File: src/rtl/tick_monitor_if.sv
// Bundle of the square-wave input, error clear and measurement outputs for tick_monitor.
// tick is a valid-only strobe (no ready): period is valid in every cycle that tick is high.
interface tick_monitor_if #(
  parameter int CW = 12
);
  logic          sq_in;
  logic          err_clr;
  logic          tick;
  logic [CW-1:0] period;
  logic          locked;
  logic          err;
  logic [1:0]    state;

  modport master (
    output sq_in, err_clr,
    input  tick, period, locked, err, state
  );

  modport slave (
    input  sq_in, err_clr,
    output tick, period, locked, err, state
  );
endinterface

File: src/rtl/tick_monitor.sv
// Square-wave period monitor: synchronizes sq_in, measures periods, locks after LOCK_N good periods.
// Define TICK_MON_DUTY_CHECK_EN to also require the high time to be within TOL of HALF_CNT.
module tick_monitor #(
  parameter int HALF_CNT = 800,
  parameter int TOL      = 4,
  parameter int LOCK_N   = 4,
  parameter int CW       = 12
) (
  input  logic           clk,
  input  logic           rst,
  tick_monitor_if.slave  bus
);

  typedef enum logic [1:0] {
    ST_IDLE   = 2'd0,
    ST_ACQ    = 2'd1,
    ST_LOCKED = 2'd2,
    ST_LOST   = 2'd3
  } state_t;

  localparam int            GN_W     = $clog2(LOCK_N + 1);
  localparam logic [CW-1:0] CNT_MAX  = {CW{1'b1}};
  localparam logic [CW-1:0] PER_TGT  = CW'(2 * HALF_CNT);
  localparam logic [CW-1:0] TMO_CNT  = CW'(2 * HALF_CNT + TOL + 1);
  localparam logic [CW-1:0] TOL_C    = CW'(TOL);
  localparam logic [GN_W-1:0] LOCK_N_C = GN_W'(LOCK_N);

  logic s1_q, s1_d;
  logic s2_q, s2_d;
  logic s3_q, s3_d;
  logic [CW-1:0] cnt_q, cnt_d;
  logic [CW-1:0] period_q, period_d;
  logic [GN_W-1:0] good_n_q, good_n_d;
  logic [GN_W-1:0] good_n_inc;
  state_t state_q, state_d;
  logic tick_q, tick_d;
  logic err_q, err_d;

  logic rise;
  logic timeout;
  logic per_ok;
  logic rise_good;
  logic [CW-1:0] per_dev;

`ifdef TICK_MON_DUTY_CHECK_EN
  localparam logic [CW-1:0] HALF_TGT = CW'(HALF_CNT);
  logic fall;
  logic duty_ok;
  logic [CW-1:0] hi_dev;
  logic [CW-1:0] hi_len_q, hi_len_d;
`endif

  // Edge detection and measurement datapath
  always_comb begin
    s1_d = bus.sq_in;
    s2_d = s1_q;
    s3_d = s2_q;
    rise = s2_q & ~s3_q;

    if (rise)
      cnt_d = {{(CW-1){1'b0}}, 1'b1};
    else if (cnt_q != CNT_MAX)
      cnt_d = cnt_q + {{(CW-1){1'b0}}, 1'b1};
    else
      cnt_d = cnt_q;

    period_d = rise ? cnt_q : period_q;
    timeout  = !rise && (cnt_q == TMO_CNT);

    per_dev = (cnt_q >= PER_TGT) ? (cnt_q - PER_TGT) : (PER_TGT - cnt_q);
    per_ok  = (per_dev <= TOL_C);
  end

`ifdef TICK_MON_DUTY_CHECK_EN
  always_comb begin
    fall      = ~s2_q & s3_q;
    hi_len_d  = fall ? cnt_q : hi_len_q;
    hi_dev    = (hi_len_q >= HALF_TGT) ? (hi_len_q - HALF_TGT) : (HALF_TGT - hi_len_q);
    duty_ok   = (hi_dev <= TOL_C);
    rise_good = per_ok && duty_ok;
  end
`else
  always_comb begin
    rise_good = per_ok;
  end
`endif

  // FSM: state register together with the datapath flops
  always_ff @(posedge clk or posedge rst) begin
    if (rst) begin
      s1_q     <= 1'b0;
      s2_q     <= 1'b0;
      s3_q     <= 1'b0;
      cnt_q    <= '0;
      period_q <= '0;
      good_n_q <= '0;
      state_q  <= ST_IDLE;
      tick_q   <= 1'b0;
      err_q    <= 1'b0;
`ifdef TICK_MON_DUTY_CHECK_EN
      hi_len_q <= '0;
`endif
    end else begin
      s1_q     <= s1_d;
      s2_q     <= s2_d;
      s3_q     <= s3_d;
      cnt_q    <= cnt_d;
      period_q <= period_d;
      good_n_q <= good_n_d;
      state_q  <= state_d;
      tick_q   <= tick_d;
      err_q    <= err_d;
`ifdef TICK_MON_DUTY_CHECK_EN
      hi_len_q <= hi_len_d;
`endif
    end
  end

  // FSM: next state
  always_comb begin
    state_d    = state_q;
    good_n_d   = good_n_q;
    good_n_inc = good_n_q + GN_W'(1);
    case (state_q)
      ST_IDLE: begin
        if (rise) begin
          state_d  = ST_ACQ;
          good_n_d = '0;
        end
      end
      ST_ACQ: begin
        if (rise) begin
          if (rise_good) begin
            good_n_d = good_n_inc;
            if (good_n_inc >= LOCK_N_C)
              state_d = ST_LOCKED;
          end else begin
            good_n_d = '0;
          end
        end else if (timeout) begin
          state_d  = ST_IDLE;
          good_n_d = '0;
        end
      end
      ST_LOCKED: begin
        if ((rise && !rise_good) || timeout)
          state_d = ST_LOST;
      end
      ST_LOST: begin
        if (rise && rise_good) begin
          state_d  = ST_ACQ;
          good_n_d = GN_W'(1);
        end
      end
      default: begin
        state_d  = ST_IDLE;
        good_n_d = '0;
      end
    endcase
  end

  // FSM: outputs; a new loss of lock beats a coincident err_clr
  always_comb begin
    tick_d = rise && (state_d == ST_LOCKED);
    if ((state_q == ST_LOCKED) && (state_d == ST_LOST))
      err_d = 1'b1;
    else if (bus.err_clr)
      err_d = 1'b0;
    else
      err_d = err_q;
  end

  assign bus.tick   = tick_q;
  assign bus.period = period_q;
  assign bus.locked = (state_q == ST_LOCKED);
  assign bus.err    = err_q;
  assign bus.state  = state_q;

endmodule
File: src/flat_wrapper.sv
// flat-port wrapper written by rule: the top's interface ports become plain ports
module tick_monitor_flat 
#(
  parameter int HALF_CNT = 800,
  parameter int TOL      = 4,
  parameter int LOCK_N   = 4,
  parameter int CW       = 12
)
  (clk, rst, bus_sq_in, bus_err_clr, bus_tick, bus_period, bus_locked, bus_err, bus_state);
  tick_monitor_if #(.CW(CW)) bus_i ();
  input  logic clk;
  input  logic rst;
  input wire logic [$bits(bus_i.sq_in)-1:0] bus_sq_in;
  input wire logic [$bits(bus_i.err_clr)-1:0] bus_err_clr;
  output wire logic [$bits(bus_i.tick)-1:0] bus_tick;
  output wire logic [$bits(bus_i.period)-1:0] bus_period;
  output wire logic [$bits(bus_i.locked)-1:0] bus_locked;
  output wire logic [$bits(bus_i.err)-1:0] bus_err;
  output wire logic [$bits(bus_i.state)-1:0] bus_state;
  assign bus_i.sq_in = bus_sq_in;
  assign bus_i.err_clr = bus_err_clr;
  assign bus_tick = bus_i.tick;
  assign bus_period = bus_i.period;
  assign bus_locked = bus_i.locked;
  assign bus_err = bus_i.err;
  assign bus_state = bus_i.state;
  tick_monitor #(.HALF_CNT(HALF_CNT), .TOL(TOL), .LOCK_N(LOCK_N), .CW(CW)) u_core (.clk(clk), .rst(rst), .bus(bus_i));
endmodule
File: config.mk
export PLATFORM = sky130hd
export DESIGN_NAME = tick_monitor_flat
export DESIGN_NICKNAME = d
export VERILOG_FILES = /design/src/rtl/tick_monitor_if.sv /design/src/rtl/tick_monitor.sv /design/src/flat_wrapper.sv
export SDC_FILE = /design/constraint.sdc
export NUM_CORES = 1
export LEC_CHECK = 0
export ABC_AREA = 1
export CAP_MARGIN = 20
export CORE_MARGIN = 1.5
export CORE_UTILIZATION = 61
export CTS_CLUSTER_SIZE = 25
export DETAILED_ROUTE_END_ITERATION = 10
export HOLD_SLACK_MARGIN = 0.12
export PLACE_DENSITY = 0.9
export SLEW_MARGIN = 25
export SYNTH_ARGS = -nofsm -noshare
export SYNTH_HDL_FRONTEND = slang
export SYNTH_SLANG_ARGS = --single-unit
File: constraint.sdc
create_clock -name clk -period 3.82 [get_ports clk]
set_clock_uncertainty 0.05 [all_clocks]
set_input_delay 0.764 -clock clk [delete_from_list [all_inputs] [get_ports clk]]
set_output_delay 0.764 -clock clk [all_outputs]
set_load 0.1 [all_outputs]
-- Yosys cells after proc, flatten, opt, wreduce, memory -nomap -nowiden
Index checks and enable logic that the tools add are counted.
- order comparisons: 3
- multiplexer cells: 19
- bitwise gates (word level): 2
- reduce and logical (&&, ||, !) cells: 13
- eq/ne operators: 10
- $add $sub $neg: 4
- operator list (cell ; number):
    two-way mux 12 bit ; 3
    two-way mux 3 bit ; 5
    two-way mux 2 bit ; 7
    adder 12 x 1 -> 12 bit, second input constant ; 1
    == test 12 x 11 -> 1 bit, second input constant ; 1
    >= comparator 12 x 11 -> 1 bit, second input constant ; 1
    <= comparator 12 x 3 -> 1 bit, second input constant ; 1
    inequality test 12 bit, second input constant ; 1
    subtractor 11 x 12 -> 12 bit, first input constant ; 1
    subtractor 12 x 11 -> 12 bit, second input constant ; 1
    case mux 3 bit (3 select lines) ; 1
    == test 2 bit, second input constant ; 4
    case mux 2 bit (4 select lines) ; 1
    logical AND 1 bit ; 5
    inequality test 2 x 1 -> 1 bit, second input constant ; 2
    AND reduction 4 bit ; 1
    nonzero test 2 bit ; 2
    adder 3 x 1 -> 3 bit, second input constant ; 1
    >= comparator 3 bit, second input constant ; 1
    inequality test 3 x 1 -> 1 bit, second input constant ; 1
    nonzero test 3 bit ; 1
    == test 2 x 1 -> 1 bit, second input constant ; 1
    zero test 1 bit ; 2
    zero test 2 bit ; 1
    4 further kinds ; 5
- register bits: 34
- logic and storage cells: 60
- input bits: 4
- output and inout bits: 17

-- Longest topological paths before layout
- word-level depth: 11
- mapped depth: 18
- mapped depth without buffers: 18

-- Least setup slack after synthesis
Ideal clock, no wire load.
- kind: register to output
- from: reg u_core.state_q[1] (netlist: u_core.bus.state[1])
- to: out bus_locked
- arrival time: 2448 ps
- path buffers: 0
- slack: 558 ps
- stages on the path, launching flop included: 3
- required time: 3006 ps
- cells stage by stage: dfrtp_1 inv_1 nor2_1
- cells in the longest elaborated chain, start to end: 1
- ends and longest elaborated chain (element ; line ; RTL):
    from (decl) ; tick_monitor.sv:35 ; state_t state_q, state_d;
    from (signal assigned) ; tick_monitor.sv:110 ; state_q <= state_d;
    == test 2 bit ; tick_monitor.sv:175 ; assign bus.locked = (state_q == ST_LOCKED);
    to (decl) ; flat_wrapper.sv:17 ; output wire logic [$bits(bus_i.locked)-1:0] bus_locked;
No other way between the ends.

-- Final worst setup path
Ends and elaborated chain as after synthesis.

==> flow_summary.toml <==
[critical_path]
critPathArrivalTime_ns = 2.13
cp.required_ns = 3.01
cp_cell_sequence = "inv_1, nor2_1, clkdlybuf4s50_1"
r2r_setup_slack_ns = 1.25
path_class = "reg -> out"
setup.worst_path.end_class = "output port"
critical-path-top-delay-family = "buffers and inverters"
timing.critical_path.slowest_cell_delay_ns = 1.13
critical_path_peak_fanout = 5
slowest_stage = "clkdlybuf4s50_1"
worstPathBufferInverterCount = 2
crit_path_start_kind = "register"

[detailed_routing]
detail_route.wirelength_um = 4680
drt_iter0_markers = 129
drc = 0
detail_route.vias_per_cell = 5.54
final_ant_viol_nets = 0
detailroute.via_count = 2045
route.detailed.wl_per_inst_um = 12.7
detailedRoute.firstPassIterationCount = 4

[grt]
grt_start_max_net_pins = 34
grt_use_total_pct = 26.2
grt_overflow_total = 0
grt_first_pass_wirelength_um = 8110
vias_in_the_first_global_route = 1909
number_of_antenna_violations_at_the_first_check_in_global_routing = 0

[layout]
n_diodes = 0
layout.cell_area.non_filler_sq_um = 2540
final_common_cell = "nand2_1"
synthToLayoutAreaGrowth_pct = 15.8
final_cell_mix = "nand2_1, inv_1, dfrtp_1, o21ai_0, nand3_1"
drive_above_1_share_pct = 11.5
final_net_count = 335

[synthesis]
synth_enable_flop_cells = 0
post_synth_and_or_nand_nor_area_fraction_pct = 34.1
synth_top_cell_area_share_pct = 38.8
synthesis.nets = 312
ys_top_cells_by_area = "dfrtp_1, nand2_1, o21ai_0, inv_1, nand3_1"
synth-async-reset-ratio_pct = 100
synth.ff_latch_count = 34
synth_cell_type_count = 32
postSynthCellCount = 299
syn-cell-area_sq_um = 2190
syn_area_per_cell_sq_um = 7.33
synth_top_family_by_area = "simple AND/OR/NAND/NOR gates"
synth.area.mux_share_pct = 0
synth_area_leader = "dfrtp_1"
synthXorXnorAreaFrac_pct = 0.800
synth-compound-area-share_pct = 12.4
synthFlopType = "dfrtp_1"
ys_seq_area_share_pct = 38.8
yosys_warnings = 0
post_synth_fa_ha_maj_area_fraction_pct = 5.14

[floorplan]
chipHeight_um = 62.9
number_of_placement_rows = 21
placeable_core_area_sq_um = 3390
floorplan.io_pins = 21
fp.dieArea_sq_um = 3960
start_util_pct = 64.6
die_w_um = 62.9

[timing]
tightestPinTransition_ns = 0.974
totalNegativeSetupSlack_ns = 0
post-route-period-util_pct = 77.2
layout_min_cycle_time_ns = 2.95
setup_viol_count_final = 0
report.final.hold_viol_count = 0
final-max-slew-violation-count = 0
layout_setup_ws_ns = 0.872
rsz0062_at_grt = "no"
whs_ns = 0.315
slew-limit-headroom_pct = 34.9
fmax_mhz = 339

[pwr]
leakage_nw = 1.23
design_power_total_mw = 1.20
max-vdd-ir-drop_uv = 414
power_density_nw_per_um2 = 473

[place]
pre_cts_slack_ns = 1.28
place.gp.congestion = 0.989
io_buffers = 20
dp.final_hpwl_um = 3480
placement.cell_area_sq_um = 2420

[clock_network]
htree_num_levels = 2
post_cts_resize_count = 0
cts_buffers = 5
clk_root_buf = "clkbuf_4"
cts_tree = "done"
clkTransAtPathRegs_ns = 0.10
cts_hold_repair.buffers = 0
cts.path.max_buffers = 2
clock-sinks = 34
postCtsSetupRepairBufs = 0
clock_latency_ns = 0.36

[run_status]
outcome = "completed"

[min_path]
holdCritPathClass = "reg -> reg"

[flow_run]
max_cap_violations = 0
-- sequential cells by signal, summed over array words and instances (netlist names) --
register and count:
u_core.s1_q 1, u_core.bus.err 1, u_core.good_n_q 3, u_core.s3_q 1, u_core.bus.state 2, u_core.bus.tick 1, u_core.s2_q 1, u_core.cnt_q 12
u_core.bus.period 12
-- metal layers --
layer | global-route usage, % | part of all wire (%)
met3 | 5.95 | 6.0
met1 | 32.9 | 46
met5 | 0 | 0
met4 | 11.7 | 2.3
met2 | 43.1 | 46
-- power by group --
part	total (mW)	leakage (nW)	internal (mW)	switching, mW
clock	0.350	0.0585	0.222	0.129
sequential	0.436	0.455	0.396	0.0401
combinational	0.412	0.712	0.111	0.301
-- final timing paths --
check,start,end,depth (start not counted)
worst max-delay path,u_core.bus.state[1]$_DFF_PP0_,bus_locked,3
worst min-delay path,u_core.s1_q$_DFF_PP0_,u_core.s2_q$_DFF_PP0_,0
worst max register to register,u_core.cnt_q[7]$_DFFE_PP0P_,u_core.good_n_q[0]$_DFFE_PP0P_,16
worst min register to register,u_core.s1_q$_DFF_PP0_,u_core.s2_q$_DFF_PP0_,0
max in group asynchronous,rst,u_core.bus.period[8]$_DFFE_PP0P_,3
min in group asynchronous,rst,u_core.bus.state[1]$_DFF_PP0_,2
-- per-stage QoR --
stage	util (%)	instances
3_3_place_gp	71.5	361
5_1_grt	74.8	369
3_5_place_dp	71.5	361
4_1_cts	74.8	369
2_1_floorplan	-	299
6_report	74.8	369
-- area by class of cell --
cell class              count  area (sq um)
multi-input cells         219          1150
fillers                   258           853
flip-flops and latches     34           851
repair buffers             22           215
inverters                  40           153
clock inverters             2          60.1
well taps                  46          57.6
clock buffers               6          51.3
-- synthesized netlist by cell type (2+ instances only) --
library cell / count
nand2_1: 82
dfrtp_1: 34
inv_1: 34
o21ai_0: 26
nand3_1: 24
nor2_1: 21
ha_1: 9
nor3_1: 9
a21oi_1: 6
inv_2: 5
nand2_2: 5
nand3_2: 4
nand4_1: 4
nor2_2: 4
nor2_4: 4
o21ai_1: 4
a31oi_1: 3
clkbuf_1: 3
a211oi_1: 2
buf_6: 2
nand2_4: 2
xnor2_1: 2
-- logic make-up (layout without fill, tap and decap cells) --
| kind of cell | count (synthesis) | in the layout |
|---|---|---|
| XOR/XNOR | 2 | 2 |
| AND/OR/NAND/NOR | 160 | 160 |
| buffers and inverters | 46 | 70 |
| AO/OA/AOI/OAI | 48 | 48 |
| adder cells (fa/ha/maj) | 9 | 9 |
| flip-flops | 34 | 34 |
No activity file was read; power rests on OpenSTA's default activity.
